## config.mk

```make
export PLATFORM = sky130hd
export DESIGN_NAME = amo_queue
export DESIGN_NICKNAME = d
export VERILOG_FILES = /design/src/rtl/amo_queue.sv
export SDC_FILE = /design/constraint.sdc
export NUM_CORES = 1
export LEC_CHECK = 0
export CAP_MARGIN = 40
export CORE_MARGIN = 2
export CORE_UTILIZATION = 56
export CTS_CLUSTER_SIZE = 30
export DETAILED_ROUTE_END_ITERATION = 8
export GPL_ROUTABILITY_DRIVEN = 0
export GPL_TIMING_DRIVEN = 0
export HOLD_SLACK_MARGIN = 0.1
export PLACE_DENSITY = 0.94
export SLEW_MARGIN = 20
export SYNTH_ARGS = -nofsm -noshare
export SYNTH_HDL_FRONTEND = slang
export SYNTH_SLANG_ARGS = --single-unit
```

## constraint.sdc

```tcl
create_clock -name clk_i -period 10.39 [get_ports clk_i]
set_input_delay 1.039 -clock clk_i [delete_from_list [all_inputs] [get_ports clk_i]]
set_output_delay 1.039 -clock clk_i [all_outputs]
set_load 0.02 [all_outputs]
```

## src/rtl/amo_queue.sv

```systemverilog
`default_nettype none
// +--------------------------------------------------------------------------+
// | amo_queue: in-order AMO queue; entries issue to the cache once committed |
// | and the store buffer is drained. Option: AMO_QUEUE_CAP_TAG_EN.           |
// | Revision: 1.0                                                            |
// +--------------------------------------------------------------------------+

package config_pkg;
  typedef struct packed {
    int unsigned PLEN;
    int unsigned CLEN;
    int unsigned CheriCapTagWidth;
    int unsigned DCACHE_DATA_SIZE_WIDTH;
  } cva6_cfg_t;

  localparam cva6_cfg_t cva6_cfg_empty = '{
    PLEN: 32'd34,
    CLEN: 32'd64,
    CheriCapTagWidth: 32'd1,
    DCACHE_DATA_SIZE_WIDTH: 32'd2
  };
endpackage

package ariane_pkg;
  typedef enum logic [3:0] {
    AMO_NONE = 4'd0, AMO_LR, AMO_SC, AMO_SWAP, AMO_ADD, AMO_AND, AMO_OR,
    AMO_XOR, AMO_MAX, AMO_MAXU, AMO_MIN, AMO_MINU, AMO_CAS1, AMO_CAS2
  } amo_t;

  typedef struct packed {
    logic        req;
    amo_t        amo_op;
    logic [1:0]  size;
    logic [63:0] operand_a;
    logic [63:0] operand_b;
  } amo_req_t;

  typedef struct packed {
    logic        ack;
    logic [63:0] result;
  } amo_resp_t;
endpackage

module amo_queue #(
  parameter config_pkg::cva6_cfg_t CVA6Cfg = config_pkg::cva6_cfg_empty,
  parameter int unsigned           DEPTH   = 4
) (
  input  logic                                      clk_i,
  input  logic                                      rst_i,
  input  logic                                      flush_i,
  input  logic                                      valid_i,
  output logic                                      ready_o,
  input  ariane_pkg::amo_t                          amo_op_i,
  input  logic [CVA6Cfg.PLEN-1:0]                   paddr_i,
  input  logic [CVA6Cfg.CLEN-1:0]                   data_i,
  input  logic [CVA6Cfg.CheriCapTagWidth-1:0]       cap_tag_i,
  input  logic [CVA6Cfg.DCACHE_DATA_SIZE_WIDTH-1:0] data_size_i,
  input  logic                                      commit_i,
  input  logic                                      no_st_pending_i,
  output ariane_pkg::amo_req_t                      amo_req_o,
  input  ariane_pkg::amo_resp_t                     amo_resp_i,
  output logic [CVA6Cfg.CheriCapTagWidth-1:0]       amo_tag_o,
  output logic [$clog2(DEPTH):0]                    usage_o,
  output logic                                      empty_o
);

  localparam int unsigned C_PTR_W = (DEPTH > 1) ? $clog2(DEPTH) : 1;
  localparam int unsigned C_CNT_W = $clog2(DEPTH) + 1;

  typedef enum logic [0:0] {
    IDLE  = 1'b0,
    ISSUE = 1'b1
  } state_t;

  state_t               r_state;
  state_t               w_state_nxt;
  logic [C_PTR_W-1:0]   r_head;
  logic [C_PTR_W-1:0]   r_commit;
  logic [C_PTR_W-1:0]   r_tail;
  logic [C_CNT_W-1:0]   r_usage;
  logic [C_CNT_W-1:0]   r_committed;
  logic [C_PTR_W-1:0]   w_commit_ptr_nxt;
  logic [C_CNT_W-1:0]   w_committed_nxt;
  logic                 w_push;
  logic                 w_commit;
  logic                 w_pop;
  logic                 w_unused;

  ariane_pkg::amo_t                          r_op   [DEPTH];
  logic [CVA6Cfg.PLEN-1:0]                   r_addr [DEPTH];
  logic [CVA6Cfg.CLEN-1:0]                   r_data [DEPTH];
  logic [CVA6Cfg.DCACHE_DATA_SIZE_WIDTH-1:0] r_size [DEPTH];

  function automatic logic [C_PTR_W-1:0] f_inc(input logic [C_PTR_W-1:0] p);
    return (32'(p) == DEPTH - 1) ? '0 : p + 1'b1;
  endfunction

  assign ready_o  = (r_usage != C_CNT_W'(DEPTH)) && !flush_i;
  assign w_push   = valid_i && ready_o;
  // Only entries already stored and not yet committed can be committed.
  assign w_commit = commit_i && (r_usage != r_committed);
  assign w_pop    = (r_state == ISSUE) && amo_resp_i.ack;

  assign w_commit_ptr_nxt = w_commit ? f_inc(r_commit) : r_commit;
  assign w_committed_nxt  = r_committed + C_CNT_W'(w_commit) - C_CNT_W'(w_pop);

  assign usage_o = r_usage;
  assign empty_o = (r_usage == '0);

  always_ff @(posedge clk_i) begin
    if (w_push) begin
      r_op[r_tail]   <= amo_op_i;
      r_addr[r_tail] <= paddr_i;
      r_data[r_tail] <= data_i;
      r_size[r_tail] <= data_size_i;
    end
  end

  always_ff @(posedge clk_i or posedge rst_i) begin
    if (rst_i) begin
      r_state     <= IDLE;
      r_head      <= '0;
      r_commit    <= '0;
      r_tail      <= '0;
      r_usage     <= '0;
      r_committed <= '0;
    end else begin
      r_state     <= w_state_nxt;
      r_head      <= w_pop ? f_inc(r_head) : r_head;
      r_commit    <= w_commit_ptr_nxt;
      r_committed <= w_committed_nxt;
      // Flush keeps only committed entries (including one in flight).
      if (flush_i) begin
        r_tail  <= w_commit_ptr_nxt;
        r_usage <= w_committed_nxt;
      end else begin
        r_tail  <= w_push ? f_inc(r_tail) : r_tail;
        r_usage <= r_usage + C_CNT_W'(w_push) - C_CNT_W'(w_pop);
      end
    end
  end

  always_comb begin
    w_state_nxt = r_state;
    case (r_state)
      IDLE:    if ((r_committed != '0) && no_st_pending_i) w_state_nxt = ISSUE;
      ISSUE:   if (amo_resp_i.ack) w_state_nxt = IDLE;
      default: w_state_nxt = IDLE;
    endcase
  end

  always_comb begin
    amo_req_o = '0;
    if (r_state == ISSUE) begin
      amo_req_o.req       = 1'b1;
      amo_req_o.amo_op    = r_op[r_head];
      amo_req_o.size      = r_size[r_head];
      amo_req_o.operand_a = 64'(r_addr[r_head]);
      amo_req_o.operand_b = 64'(r_data[r_head]);
    end
  end

`ifdef AMO_QUEUE_CAP_TAG_EN
  logic [CVA6Cfg.CheriCapTagWidth-1:0] r_tag [DEPTH];

  always_ff @(posedge clk_i) begin
    if (w_push) r_tag[r_tail] <= cap_tag_i;
  end

  assign amo_tag_o = (r_state == ISSUE) ? r_tag[r_head] : '0;
  assign w_unused  = ^amo_resp_i.result;
`else
  assign amo_tag_o = '0;
  assign w_unused  = ^{amo_resp_i.result, cap_tag_i};
`endif

endmodule
`default_nettype wire
```

==> results of run 1 <==
[routing by layer]
layer	track usage [%]	up-vias
met5	0	-
met4	4.75	0
met3	5.73	52
met2	37.5	353
met1	27.9	4262
li1	-	3630
[path summary, 6_finish.rpt]
kind,start,endpoint
min in group asynchronous,rst_i,usage_o[2]
max,r_head[1],amo_req_o[132]
min,r_commit[1],r_commit[1]
max reg2reg,usage_o[2],usage_o[2]
max in group asynchronous,rst_i,r_tail[1]
min reg2reg,r_commit[1],r_commit[1]
[critical path: stages, from the launching register on]
cell and delay, ns:
dfrtp_1 0.35, buf_2 0.19, buf_2 0.32, buf_1 0.59, mux4_2 0.41, and2_1 0.17, clkdlybuf4s50_1 0.55
[registers in the layout (all words and copies together) (netlist names)]
name / cells
r_data: 256
r_head: 2
r_state: 1
r_commit: 2
usage_o: 3
r_op: 16
r_tail: 2
r_addr: 136
r_committed: 3
r_size: 8
[through the flow]
stage	total power, mW	std cells	hold WS, ns
after CTS	5.61	1490	0.541
final	5.54	1491	0.532
after global placement	4.08	1403	0.507
after global routing	5.78	1490	0.564
after floorplan	3.38	794	0.496
after detailed placement	4.13	1411	0.527
[synth_stat cells]
cell      instances
o311ai_0          1
a21oi_1           2
nor2_1            3
and2_1          108
a21o_1            1
xnor2_1           4
a221o_1           1
mux2_2            8
dfrtp_1          13
edfxtp_1        416
mux4_2          104
o21ai_0           1
fa_1              2
inv_1            12
nand2_1           1
xor2_1            3
nand2b_1          1
clkbuf_1         19
ha_1             10
buf_4            35
conb_1            1
o31ai_1           1
buf_1             1
buf_2            13
nor3_1            3
[where the power goes]
part	switching, mW	internal [mW]
logic	0.957	0.944
registers	0.0676	2.11
clock network	0.619	0.843
[cell families (layout without fill, tap and decap cells)]
family | after synthesis | after routing | share of synthesized area (%)
AOI/OAI and AO/OA | 7 | 7 | 0.292
xor gates and xnor gates | 7 | 7 | 0.367
adders and majority gates | 12 | 12 | 0.990
buffers and inverters | 80 | 386 | 2.68
DFF | 429 | 429 | 76.8
muxes | 112 | 112 | 14.6
other | 1 | 32 | 0.0225
and+or+nand+nor | 116 | 116 | 4.27
[placed cells by master (no fill, tap or decap), drive strengths merged, types with 2 or more instances in the layout]
cell           synthesis  final
nor3                   3      3
inv                   12     13
buf                   49     57
edfxtp               416    416
and2                 108    108
dfrtp                 13     13
nor2                   3      3
conb                   1     31
xnor2                  4      4
clkinv                 0     22
a21oi                  2      2
clkbuf                19     71
mux4                 104    104
clkinvlp               0      2
xor2                   3      3
ha                    10     10
clkdlybuf4s50          0    219
mux2                   8      8
bufinv                 0      2
fa                     2      2
[final cells by class]
type	instances	area share [%]
tap	390	2.32
antenna	1	0.0119
inverter	12	0.214
buffer	68	1.91
multi-input combinational	285	16.8
timing repair buffer	227	11.4
sequential	429	60.9
clock buffer	52	5.48
clock inverter	27	0.922
==> out/metrics.csv, run 1 <==
metric,value,unit
Setup Slack @ Placement,6.60,ns
met3 wire len,2790,um
# fillers,1659,
Layout area overhead,26.1,%
final setup skew,0.0115,ns
post-cts sizing count,0,
RSZ-0062 raised after global routing,false,
Mapped Area,16700,um2
Num CTS Buffers,44,
run status,finished clean,
WL met1,12700,um
Peak VDD IR,0.186,mV
Startpoint Class,flip-flop,
proportion of layout cells with a drive suffix above 1,21.4,%
grt ovf,0,
area of placed instances,19700,um2
IO Count,317,
num rows,63,
DR vias,8297,
area of the multi-input gates,3550,um2
"Req. time, crit path",9.35,ns
Die Ht,177,um
maximum clock path buffer count,3,
CP Class,flip-flop to output port,
design area,21000,um2
CP arrival,3.12,ns
cell taking the most area after synthesis,edfxtp_1,
crit path capture type,output port,
Die Area,31200,um2
Max Cap Viol,0,
largest net degree at the start of global routing,42,
routed vias/inst,5.56,
DRC,0,
Avg WL per Cell,22.4,um
leakage,7.04,nW
Yosys warnings,0,
Max Slew Vio Count,0,
post-synthesis sequential area ratio,76.8,%
HPWL Detailed,21300,um
dominant cells by area after synthesis,"edfxtp_1 75%, mux4_2 14%, and2_1 4.0%, dfrtp_1 1.9%, buf_4 1.6%",
FMAX,241,MHz
ANT nets after route,0,
final core utilization,71.4,%
H-Tree Level Count,2,
core area,29500,um2
met2 WL,17300,um
Routed WL,33400,um
later-pin clock latency in the skew report,0.52,ns
vias in the first global route,8739,
hold depth,1,
chip width,177,um
initial antenna violation count,1,
TritonCTS clock tree,built,
worst-path maximum fanout,10,
Cell variety after synth,25,
Mapped Cells,764,
postcts setup bufs,0,
worst setup margin,6.23,ns
clock net sink count,429,
CTS Root Cell,clkbuf_16,
drt pass-1 iters,4,
Initial Util,56.6,%
DR top layer,met4,
hold buffer count at cts,0,
"Reg clk slew, reported paths",0.06,ns
Setup TNS,0,ns
first-pass GRT wire length,50400,um
crit path time final,4.16,ns
endpoints failing hold,0,
PD cells,263,nW/um2
Synth Register Bits,429,
Total GRT Usage,21.7,%
Worst-Margin Slew,0.716,ns
fin crit share,40.0,%
hold crit path type,flip-flop to flip-flop,
"Avg Cell Area, Syn",21.8,um2
Port Buffers,219,
DRT iter0 DRCs,532,
post-synth top area share,74.9,%
Storage cell area,12800,um2
fin nets,1255,
R2R depth,9,
# setup viols final,0,
slew margin rel.,52.3,%
Reg2Reg Setup Slack,7.58,ns
Power figures use the tool's default switching activity.
==> inputs of run 2 (changes only) <==
--- a/config.mk
+++ b/config.mk
@@ -7,13 +7,13 @@
 export LEC_CHECK = 0
 export CAP_MARGIN = 40
 export CORE_MARGIN = 2
-export CORE_UTILIZATION = 56
+export CORE_UTILIZATION = 47
 export CTS_CLUSTER_SIZE = 30
 export DETAILED_ROUTE_END_ITERATION = 8
 export GPL_ROUTABILITY_DRIVEN = 0
 export GPL_TIMING_DRIVEN = 0
 export HOLD_SLACK_MARGIN = 0.1
-export PLACE_DENSITY = 0.94
+export PLACE_DENSITY = 0.85
 export SLEW_MARGIN = 20
 export SYNTH_ARGS = -nofsm -noshare
 export SYNTH_HDL_FRONTEND = slang
==> constraint.sdc (replaced) <==
create_clock -name clk_i -period 3.35 [get_ports clk_i]
set_input_delay 0.335 -clock clk_i [delete_from_list [all_inputs] [get_ports clk_i]]
set_output_delay 0.335 -clock clk_i [all_outputs]
set_load 0.02 [all_outputs]
==> run 2 against run 1 <==
Against the previous run: final cell count rose by 4.8%; sequential power grew to 3.1 times the previous value; non-clock buffer count increased by 2; sequential share of layout area fell by 0.46 points; register-to-register slack lost 7.0 ns; wire length down 1.5%; first-iteration DRC count shrank 27%; utilization is 11 points lower; critical path depth unchanged; clock skew about the same; critical path type unchanged; largest cell class unchanged; highest routed layer is now met5.
==> out/metrics.csv, run 2 (synthesized netlist as in run 1, its figures left out) <==
metric,value,unit,change
run status,finished clean,,
H-Tree Level Count,2,,unchanged
Avg WL per Cell,21.1,um,-6.0%
later-pin clock latency in the skew report,0.53,ns,about the same
crit path time final,3.19,ns,
total power,17.3,mW,+210%
Die Ht,192,um,+8.9%
Routed WL,32900,um,-1.5%
R2R Path End,usage_o[2],,
final core utilization,60.2,%,-11 points
grt ovf,0,,unchanged
combinational power share,34.2,%,about the same
num rows,69,,+9.5%
endpoints failing hold,0,,unchanged
TritonCTS clock tree,built,,
CTS Root Cell,clkbuf_16,,
clock net sink count,429,,unchanged
vias in the first global route,8591,,-1.7%
Die Area,37000,um2,+19%
chip width,192,um,+8.9%
Initial Util,47.4,%,-9.2 points
"most used cell, CP",buf_2,,
hold buffer count at cts,0,,unchanged
Regs by FF count,"r_data (256), r_addr (136), r_op (16)",,
CP Class,flip-flop to output port,,
R2R depth,10,,+1
Clk pwr share,26.8,%,+0.4 points
Total GRT Usage,17.8,%,-3.9 points
Startpoint Class,flip-flop,,
"Req. time, crit path",3.01,ns,-6.34 ns
Layout area overhead,27.1,%,
drt pass-1 iters,4,,unchanged
"Reg clk slew, reported paths",0.06,ns,about the same
register share of total power,39.0,%,-0.3 points
IO Count,317,,unchanged
hold crit path type,primary input to async pin,,
Reg2Reg Setup Slack,0.59,ns,-6.99 ns
Internal,12.2,mW,+210%
CP cell instances,"buf_2, buf_2, buf_2, mux4_2, and2_1, clkdlybuf4s50_1",,
initial antenna violation count,4,,+3
most frequent cells in the layout,"416 x edfxtp_1, 219 x clkdlybuf4s50_1, 104 x mux4_2, 104 x and2_1, 44 x clkbuf_16",,
maximum clock path buffer count,3,,unchanged
Crit-path slowest cell,clkdlybuf4s50_1,,
placed cells,1484,,+5.2%
Switching Power,5.06,mW,+210%
leakage,7.08,nW,+0.54%
final setup skew,0.0113,ns,-0.000148 ns
crit path capture type,output port,,
Worst-Margin Slew,0.727,ns,+0.0113 ns
ANT nets after route,0,,unchanged
proportion of layout cells with a drive suffix above 1,21.8,%,+0.45 points
RSZ-0062 raised after global routing,true,,
Num CTS Buffers,43,,-2.3%
first-pass GRT wire length,49100,um,-2.7%
DR vias,8094,,-2.4%
slew margin rel.,51.5,%,-0.75 points
worst-path maximum fanout,10,,unchanged
Top delay family on crit path,buffers and inverters,,
fin nets,1256,,+0.080%
Max Cap Viol,0,,unchanged
Port Buffers,219,,unchanged
CP arrival,2.85,ns,-0.27 ns
DRT iter0 DRCs,388,,-27%
largest net degree at the start of global routing,44,,+4.8%
FMAX,314,MHz,
Finished Layout Cells,1562,,+4.8%
fin crit share,95.2,%,
"most common cell after layout, fill and taps aside",edfxtp_1,,
reg2reg start,usage_o[1],,
routed vias/inst,5.18,,-6.9%
Bufs and invs on worst path,4,,unchanged
DRC,0,,unchanged
max FFs per register,256,,unchanged
switching share of power,29.3,%,-0.39 points
core area,35200,um2,+19%
PD cells,816,nW/um2,+210%
HPWL Detailed,21500,um,+1.2%
Max Slew Vio Count,0,,unchanged
Largest Register,r_data,,
# setup viols final,0,,unchanged
CP peak stage delay,0.54,ns,-0.05 ns
postcts setup bufs,0,,unchanged
Peak VDD IR,0.588,mV,+220%
-- run 2: changes by cell type in the layout (fill, tap and decap cells not counted), moves of 2 or more --
cell       change
buf_6          +5
buf_12         +4
buf_2          -3
bufinv_16      +2
clkbuf_4       +3
buf_16         -3
clkbuf_1       -3
clkinv_4       -2
-- run 2: timing repair --
action | 4_1_cts | 5_1_grt
gates resized for setup | 7 | 9
endpoints found under the setup margin | 50 | 29
pin swaps | 0 | 0
-- run 2: metal layers --
| layer | global-route usage (%) | wire, um |
|---|---|---|
| met5 | 0 | 43 |
| met1 | 21.5 | 12600 |
| met4 | 4.76 | 632 |
| met2 | 31.4 | 17000 |
| met3 | 5.09 | 2630 |
-- run 2: final cells by class --
type	count	area [um2]
Sequential cell	429	12800
Timing Repair Buffer	229	2410
Buffer	68	438
Clock inverter	26	245
Antenna cell	1	2.50
Clock buffer	51	1130
Tap cell	461	577
Multi-Input combinational cell	285	3550
Fill cell	2458	14000
Inverter	12	45.0
-- run 2: worst max-delay path by stage --
stage / start / endpoint / slack (ns) / cells past startpoint
finish: r_head[1] / amo_req_o[69] / 0.16 / 6
CTS: r_head[0] / amo_req_o[93] / 0.04 / 6
global placement: valid_i / r_addr[0][0] / -0.77 / 4
global route: r_head[0] / amo_req_o[129] / -0.003 / 6
floorplan: flush_i / r_addr[0][0] / 0.56 / 4
detailed placement: valid_i / usage_o[2] / 0.36 / 11
-- run 2: stage by stage --
step | TNS [ns] | worst slack, ns | hold slack (ns) | area [um2]
after floorplan | 0 | 0.560 | 0.212 | 16800
after global placement | -307.02 | -0.771 | 0.514 | 19600
after detailed placement | 0 | 0.363 | 0.528 | 19800
after CTS | 0 | 0.0354 | 0.140 | 21200
after global routing | -0.00309 | -0.00309 | 0.218 | 21200
final | 0 | 0.161 | 0.145 | 21200
-- run 2: power groups by stage --
stage	sequential [mW]	combinational, mW	clock (mW)
2_1_floorplan	6.83	3.63	0
3_3_place_gp	6.87	5.79	0
3_5_place_dp	6.86	5.97	0
4_1_cts	6.75	6.03	4.74
5_1_grt	6.79	6.36	4.95
6_report	6.75	5.92	4.63
